`src/rtl/matrix_tx_sequencer.sv`:
```
// Frame sequencer for the LED-matrix output stage: fetches each frame-buffer word
// through a 1-cycle read port and presents it with one new_image/new_column/next_data strobe.
module matrix_tx_sequencer #(
  parameter int CHANNEL_NUMBER   = 3,
  parameter int SPI_SIZE         = 8,
  parameter int WORDS_PER_COLUMN = 4,
  parameter int COLUMNS          = 16,
  parameter int ADDR_W           = (COLUMNS * WORDS_PER_COLUMN > 1) ?
                                   $clog2(COLUMNS * WORDS_PER_COLUMN) : 1
) (
  input  logic                               clk,
  input  logic                               rst,
  input  logic                               start,
  output logic                               rd_en,
  output logic [ADDR_W-1:0]                  rd_addr,
  input  logic [CHANNEL_NUMBER*SPI_SIZE-1:0] rd_data,
  output logic [CHANNEL_NUMBER*SPI_SIZE-1:0] data_in,
  output logic                               new_image,
  output logic                               new_column,
  output logic                               next_data,
  output logic                               extra_bit,
  input  logic                               tx_finish,
  output logic                               busy,
  output logic                               frame_done
);

  localparam int DW     = CHANNEL_NUMBER * SPI_SIZE;
  localparam int COL_W  = (COLUMNS > 1) ? $clog2(COLUMNS) : 1;
  localparam int WORD_W = (WORDS_PER_COLUMN > 1) ? $clog2(WORDS_PER_COLUMN) : 1;
  localparam logic [COL_W-1:0]  LAST_COL  = COL_W'(COLUMNS - 1);
  localparam logic [WORD_W-1:0] LAST_WORD = WORD_W'(WORDS_PER_COLUMN - 1);

  typedef enum logic [2:0] {
    S_IDLE,
    S_FETCH,
    S_LOAD,
    S_WAIT,
    S_DRAIN
  } state_e;

  state_e              state_q, state_d;
  logic [COL_W-1:0]    col_q, col_d;
  logic [WORD_W-1:0]   word_q, word_d;
  logic [DW-1:0]       pending_q, pending_d;
  logic [1:0]          drain_q, drain_d;
  logic                rd_en_q, rd_en_d;
  logic [ADDR_W-1:0]   rd_addr_q, rd_addr_d;
  logic [DW-1:0]       data_in_q, data_in_d;
  logic                new_image_q, new_image_d;
  logic                new_column_q, new_column_d;
  logic                next_data_q, next_data_d;
  logic                extra_bit_q, extra_bit_d;
  logic                busy_q, busy_d;
  logic                frame_done_q, frame_done_d;

  logic last_word, last_col;

  assign last_word = (word_q == LAST_WORD);
  assign last_col  = (col_q == LAST_COL);

  always_comb begin
    state_d      = state_q;
    col_d        = col_q;
    word_d       = word_q;
    pending_d    = pending_q;
    drain_d      = drain_q;
    rd_en_d      = 1'b0;
    rd_addr_d    = rd_addr_q;
    data_in_d    = data_in_q;
    new_image_d  = 1'b0;
    new_column_d = 1'b0;
    next_data_d  = 1'b0;
    extra_bit_d  = extra_bit_q;
    busy_d       = busy_q;
    frame_done_d = 1'b0;

    unique case (state_q)
      S_IDLE: begin
        // a start coinciding with the frame_done pulse is still part of the old frame
        if (start && !frame_done_q) begin
          state_d   = S_FETCH;
          busy_d    = 1'b1;
          col_d     = '0;
          word_d    = '0;
          rd_en_d   = 1'b1;
          rd_addr_d = '0;
        end
      end
      S_FETCH: state_d = S_LOAD;
      S_LOAD: begin
        pending_d = rd_data;
        state_d   = S_WAIT;
      end
      S_WAIT: begin
        if (tx_finish) begin
          data_in_d    = pending_q;
          new_image_d  = (word_q == '0) && (col_q == '0);
          new_column_d = (word_q == '0) && (col_q != '0);
          next_data_d  = (word_q != '0);
          extra_bit_d  = last_word;
          if (last_word && last_col) begin
            state_d = S_DRAIN;
            drain_d = 2'd2;
          end else begin
            // linear address tracks col*WORDS_PER_COLUMN+word without a multiplier
            state_d   = S_FETCH;
            rd_en_d   = 1'b1;
            rd_addr_d = rd_addr_q + 1'b1;
            if (last_word) begin
              word_d = '0;
              col_d  = col_q + 1'b1;
            end else begin
              word_d = word_q + 1'b1;
            end
          end
        end
      end
      S_DRAIN: begin
        if (drain_q != '0) begin
          drain_d = drain_q - 1'b1;
        end else if (tx_finish) begin
          frame_done_d = 1'b1;
          busy_d       = 1'b0;
          state_d      = S_IDLE;
        end
      end
      default: state_d = S_IDLE;
    endcase
  end

  always_ff @(posedge clk or negedge rst) begin
    if (!rst) begin
      state_q      <= S_IDLE;
      col_q        <= '0;
      word_q       <= '0;
      pending_q    <= '0;
      drain_q      <= '0;
      rd_en_q      <= 1'b0;
      rd_addr_q    <= '0;
      data_in_q    <= '0;
      new_image_q  <= 1'b0;
      new_column_q <= 1'b0;
      next_data_q  <= 1'b0;
      extra_bit_q  <= 1'b0;
      busy_q       <= 1'b0;
      frame_done_q <= 1'b0;
    end else begin
      state_q      <= state_d;
      col_q        <= col_d;
      word_q       <= word_d;
      pending_q    <= pending_d;
      drain_q      <= drain_d;
      rd_en_q      <= rd_en_d;
      rd_addr_q    <= rd_addr_d;
      data_in_q    <= data_in_d;
      new_image_q  <= new_image_d;
      new_column_q <= new_column_d;
      next_data_q  <= next_data_d;
      extra_bit_q  <= extra_bit_d;
      busy_q       <= busy_d;
      frame_done_q <= frame_done_d;
    end
  end

  assign rd_en      = rd_en_q;
  assign rd_addr    = rd_addr_q;
  assign data_in    = data_in_q;
  assign new_image  = new_image_q;
  assign new_column = new_column_q;
  assign next_data  = next_data_q;
  assign extra_bit  = extra_bit_q;
  assign busy       = busy_q;
  assign frame_done = frame_done_q;

endmodule

```
`config.mk`:
```
export PLATFORM = sky130hd
export DESIGN_NAME = matrix_tx_sequencer
export DESIGN_NICKNAME = d
export VERILOG_FILES = /design/src/rtl/matrix_tx_sequencer.sv
export SDC_FILE = /design/constraint.sdc
export NUM_CORES = 1
export LEC_CHECK = 0
export ABC_AREA = 1
export CORE_MARGIN = 5
export CORE_UTILIZATION = 50
export CTS_BUF_LIST = sky130_fd_sc_hd__clkbuf_8
export DETAILED_ROUTE_END_ITERATION = 7
export MAX_ROUTING_LAYER = met4
export PLACE_DENSITY_LB_ADDON = 0.12
export RECOVER_POWER = 50
export SETUP_SLACK_MARGIN = 0.15
export SKIP_CTS_REPAIR_TIMING = 1
export SKIP_LAST_GASP = 1
export SYNTH_ARGS = -nofsm -noshare
export SYNTH_HDL_FRONTEND = slang
export SYNTH_SLANG_ARGS = --single-unit
```
`constraint.sdc`:
```
create_clock -name clk -period 1.75 [get_ports clk]
set_input_delay 0.2625 -clock clk [delete_from_list [all_inputs] [get_ports clk]]
set_output_delay 0.2625 -clock clk [all_outputs]
set_load 0.05 [all_outputs]
```
==> results.sh <==
export IMPL_status="finished clean"
export IMPL_synth_nets=349
export IMPL_synth_area_top_cells="dfrtp_1 (59%), nand2_1 (10%), mux2_2 (6.6%)"
export IMPL_drive_gt1_share_pct=18.43
export IMPL_cts_sinks=72
export IMPL_finalCriticalPeriod_ns=1.488
export IMPL_cts_made_buffers=9
export IMPL_reg2reg_from="col_q[0]"
export IMPL_diodes=0
export IMPL_rsz0062_at_grt="no"
export IMPL_maxSlewViolCount=0
export IMPL_coreArea_sq_mm=0.005921
export IMPL_dieArea_sq_mm=0.007777
export IMPL_critPathLaunch="col_q[0]"
export IMPL_clock_latency_ns=0.34
export IMPL_dr_pass1_iters=4
export IMPL_synth_cell_types=22
export IMPL_cts_tree="done"
export IMPL_gr_max_usage_layer="met2"
export IMPL_synth_yosys_warnings=0
export IMPL_cp_cell_sequence="ha_1 > nand2_1 > inv_1 > nand2_2 > nand3_4 > nand2_8 > buf_4 > a21oi_1"
export IMPL_drtAntennaViolNets=0
export IMPL_crit_buf_inv=2
export IMPL_met2_usage_pct=31.54
export IMPL_grt_use_total_pct=18.83
export IMPL_hold_slack_ns=0.4571
export IMPL_fillers=513
export IMPL_grt_pass1_vias=2307
export IMPL_drtIter0Drc=87
export IMPL_power_density_mw_per_mm2=1929
export IMPL_grt_start_max_net_pins=39
export IMPL_worst_slew_pin_slew_ns=0.8782
export IMPL_tns_ns=0
export IMPL_via_per_inst=4.972
export IMPL_maxCapViolCount=0
export IMPL_start_kind="flip-flop"
export IMPL_drt_wirelength_per_cell_microns=13.51
export IMPL_wl_microns=6361
export IMPL_vias=2342
export IMPL_antenna_found_initial=0
export IMPL_syn_area_per_cell_sq_um=9.704
export IMPL_fin_skew_ns=0.007188
export IMPL_drc=0
export IMPL_setup_viol=0
export IMPL_die_h_microns=88.19
export IMPL_die_w_microns=88.19
export IMPL_end_kind="flip-flop"
export IMPL_synth_seq_cells=72
export IMPL_rows=28
export IMPL_io_pins=65
export IMPL_fin_nets=425
export IMPL_design_area_sq_mm=0.003892
export IMPL_cts_reportedPaths_clkPinSlew_ns=0.07
export IMPL_synth_top_area_share_pct=58.94
export IMPL_holdCritStartpoint="drain_q[0]"
export IMPL_fmax_mhz=672.0
export IMPL_grt_first_pass_wirelength_microns=10730
export IMPL_period_share_pct=85.03
export IMPL_max_slew_margin_rel_pct=41.45
export IMPL_path_delay_family="flip-flops"
export IMPL_cts_buffer_depth=2
export IMPL_met3_usage_pct=3.481
export IMPL_placed_cell_area_sq_mm=0.003711
export IMPL_cts_root_buf="clkbuf_8"
export IMPL_initial_utilization_pct=51.63
export IMPL_syn_area_sq_mm=0.003057
export IMPL_cp_arrival_ns=1.71
export IMPL_p_leak_nw=1.975
export IMPL_postSynthCellCount=315
export IMPL_max_stage_delay_ns=0.45
export IMPL_slowest_stage="dfrtp_2"
export IMPL_hpwlAfterDp_microns=4454
export IMPL_reg2reg_to="rd_addr[0]"
export IMPL_numPortBuffers=64
export IMPL_grt_overflow=0
export IMPL_worstSetupPathType="flip-flop to flip-flop"
export IMPL_ff2ff_path_depth=8
export IMPL_synth_largest_area_cell="dfrtp_1"
export IMPL_synth_seq_area_share_pct=58.94
export IMPL_crit_fanout=7
export IMPL_grt_use_met1_pct=21.90
export IMPL_cts_htree_levels=3
export IMPL_cp_required_ns=1.97
export IMPL_routabilityCongestion=0.8198
export IMPL_hold_path_end="drain_q[0]"
export IMPL_finalHoldViolations=0
export IMPL_hold_depth=1
export IMPL_syn_to_final_growth_pct=27.34
export IMPL_regToRegSetupSlack_ns=0.26
export IMPL_hold_path_class="flip-flop to flip-flop"
export IMPL_ir_drop_mv=1.129
-- power breakdown --
| part | leakage [nW] | internal (mW) | switching (mW) |
|---|---|---|---|
| sequential | 0.887 | 2.36 | 0.411 |
| combinational | 0.989 | 1.14 | 2.36 |
| clock | 0.0988 | 0.631 | 0.610 |
| total | 1.98 | 4.13 | 3.38 |
-- cell type report --
class                           count  area, sq um  area share, %
Clock buffer                       12        165.2          4.243
Tap cell                           75        93.84          2.411
Sequential cell                    72         1803          46.32
Clock inverter                      4        26.28         0.6750
Timing Repair Buffer               75        589.3          15.14
Multi-Input combinational cell    205         1110          28.51
Inverter                           28        105.1          2.700
-- per-layer routing --
layer | up-vias | part of all wire (%) | routed length, microns
met5 | - | 0 | 0
met4 | 0 | 1.8 | 116
met3 | 12 | 4.6 | 293
met2 | 52 | 52 | 3286
met1 | 1114 | 42 | 2665
li1 | 1164 | - | -
-- sequential cells by signal, summed over array words and instances (netlist names), 2 cells and up --
name / flops
pending_q: 24
state_q: 3
rd_addr: 6
drain_q: 2
data_in: 24
word_q: 2
col_q: 4
-- cells in the final DEF, fill, tap and decap left out --
cell,instances
nor2_4,1
nand3_4,1
buf_6,2
dfrtp_2,1
clkbuf_1,17
dlymetal6s2s_1,1
nand3_1,32
clkdlybuf4s50_1,26
xnor2_1,1
buf_12,1
nor4_1,1
nand2_8,1
clkbuf_8,12
nand4_1,3
clkinvlp_4,1
a21boi_0,1
o21bai_1,1
a21oi_1,8
mux2_2,18
buf_4,26
clkinv_2,2
nand2_2,3
nor3_1,3
inv_1,28
nor2_1,26
dfrtp_1,71
nand3_2,1
clkbuf_2,1
o21ai_1,2
ha_1,6
nand2_4,1
inv_6,1
o21ai_0,12
nand2_1,83
dlygate4sd3_1,1
-- how the worst max path moves through the flow --
stage,depth (start not counted),endpoint,slack (ns)
finish,8,rd_addr[0],0.26
global route,3,data_in[8],0.13
CTS,1,new_image,0.005
detailed placement,6,col_q[2],0.15
global placement,5,state_q[0],0.18
floorplan,6,rd_addr[4],0.33
-- metrics by stage --
step	power, mW	setup WS, ns	instances	util [%]
floorplan	5.296	0.3274	315	-
global placement	6.275	0.1752	451	62.68
detailed placement	6.365	0.1543	451	62.68
CTS	7.613	0.004700	467	65.91
global route	8.028	0.1265	471	65.74
finish	7.509	0.2620	471	65.74
-- synth_stat cells, drive strengths merged --
| library cell | number |
|---|---|
| a21boi | 1 |
| a21oi | 8 |
| buf | 11 |
| dfrtp | 72 |
| ha | 6 |
| inv | 28 |
| mux2 | 18 |
| nand2 | 87 |
| nand3 | 34 |
| nand4 | 3 |
| nor2 | 27 |
| nor3 | 3 |
| nor4 | 1 |
| o21ai | 14 |
| o21bai | 1 |
| xnor2 | 1 |
-- cell families after synthesis --
group	share of synthesized area [%]
AND/OR/NAND/NOR	21.78
flip-flops	58.94
buffers and inverters	5.812
AO/OA/AOI/OAI	4.094
multiplexers	6.631
adder cells (fa/ha/maj)	2.456
XOR/XNOR	0.2866
(Power assumes the default switching activity.)
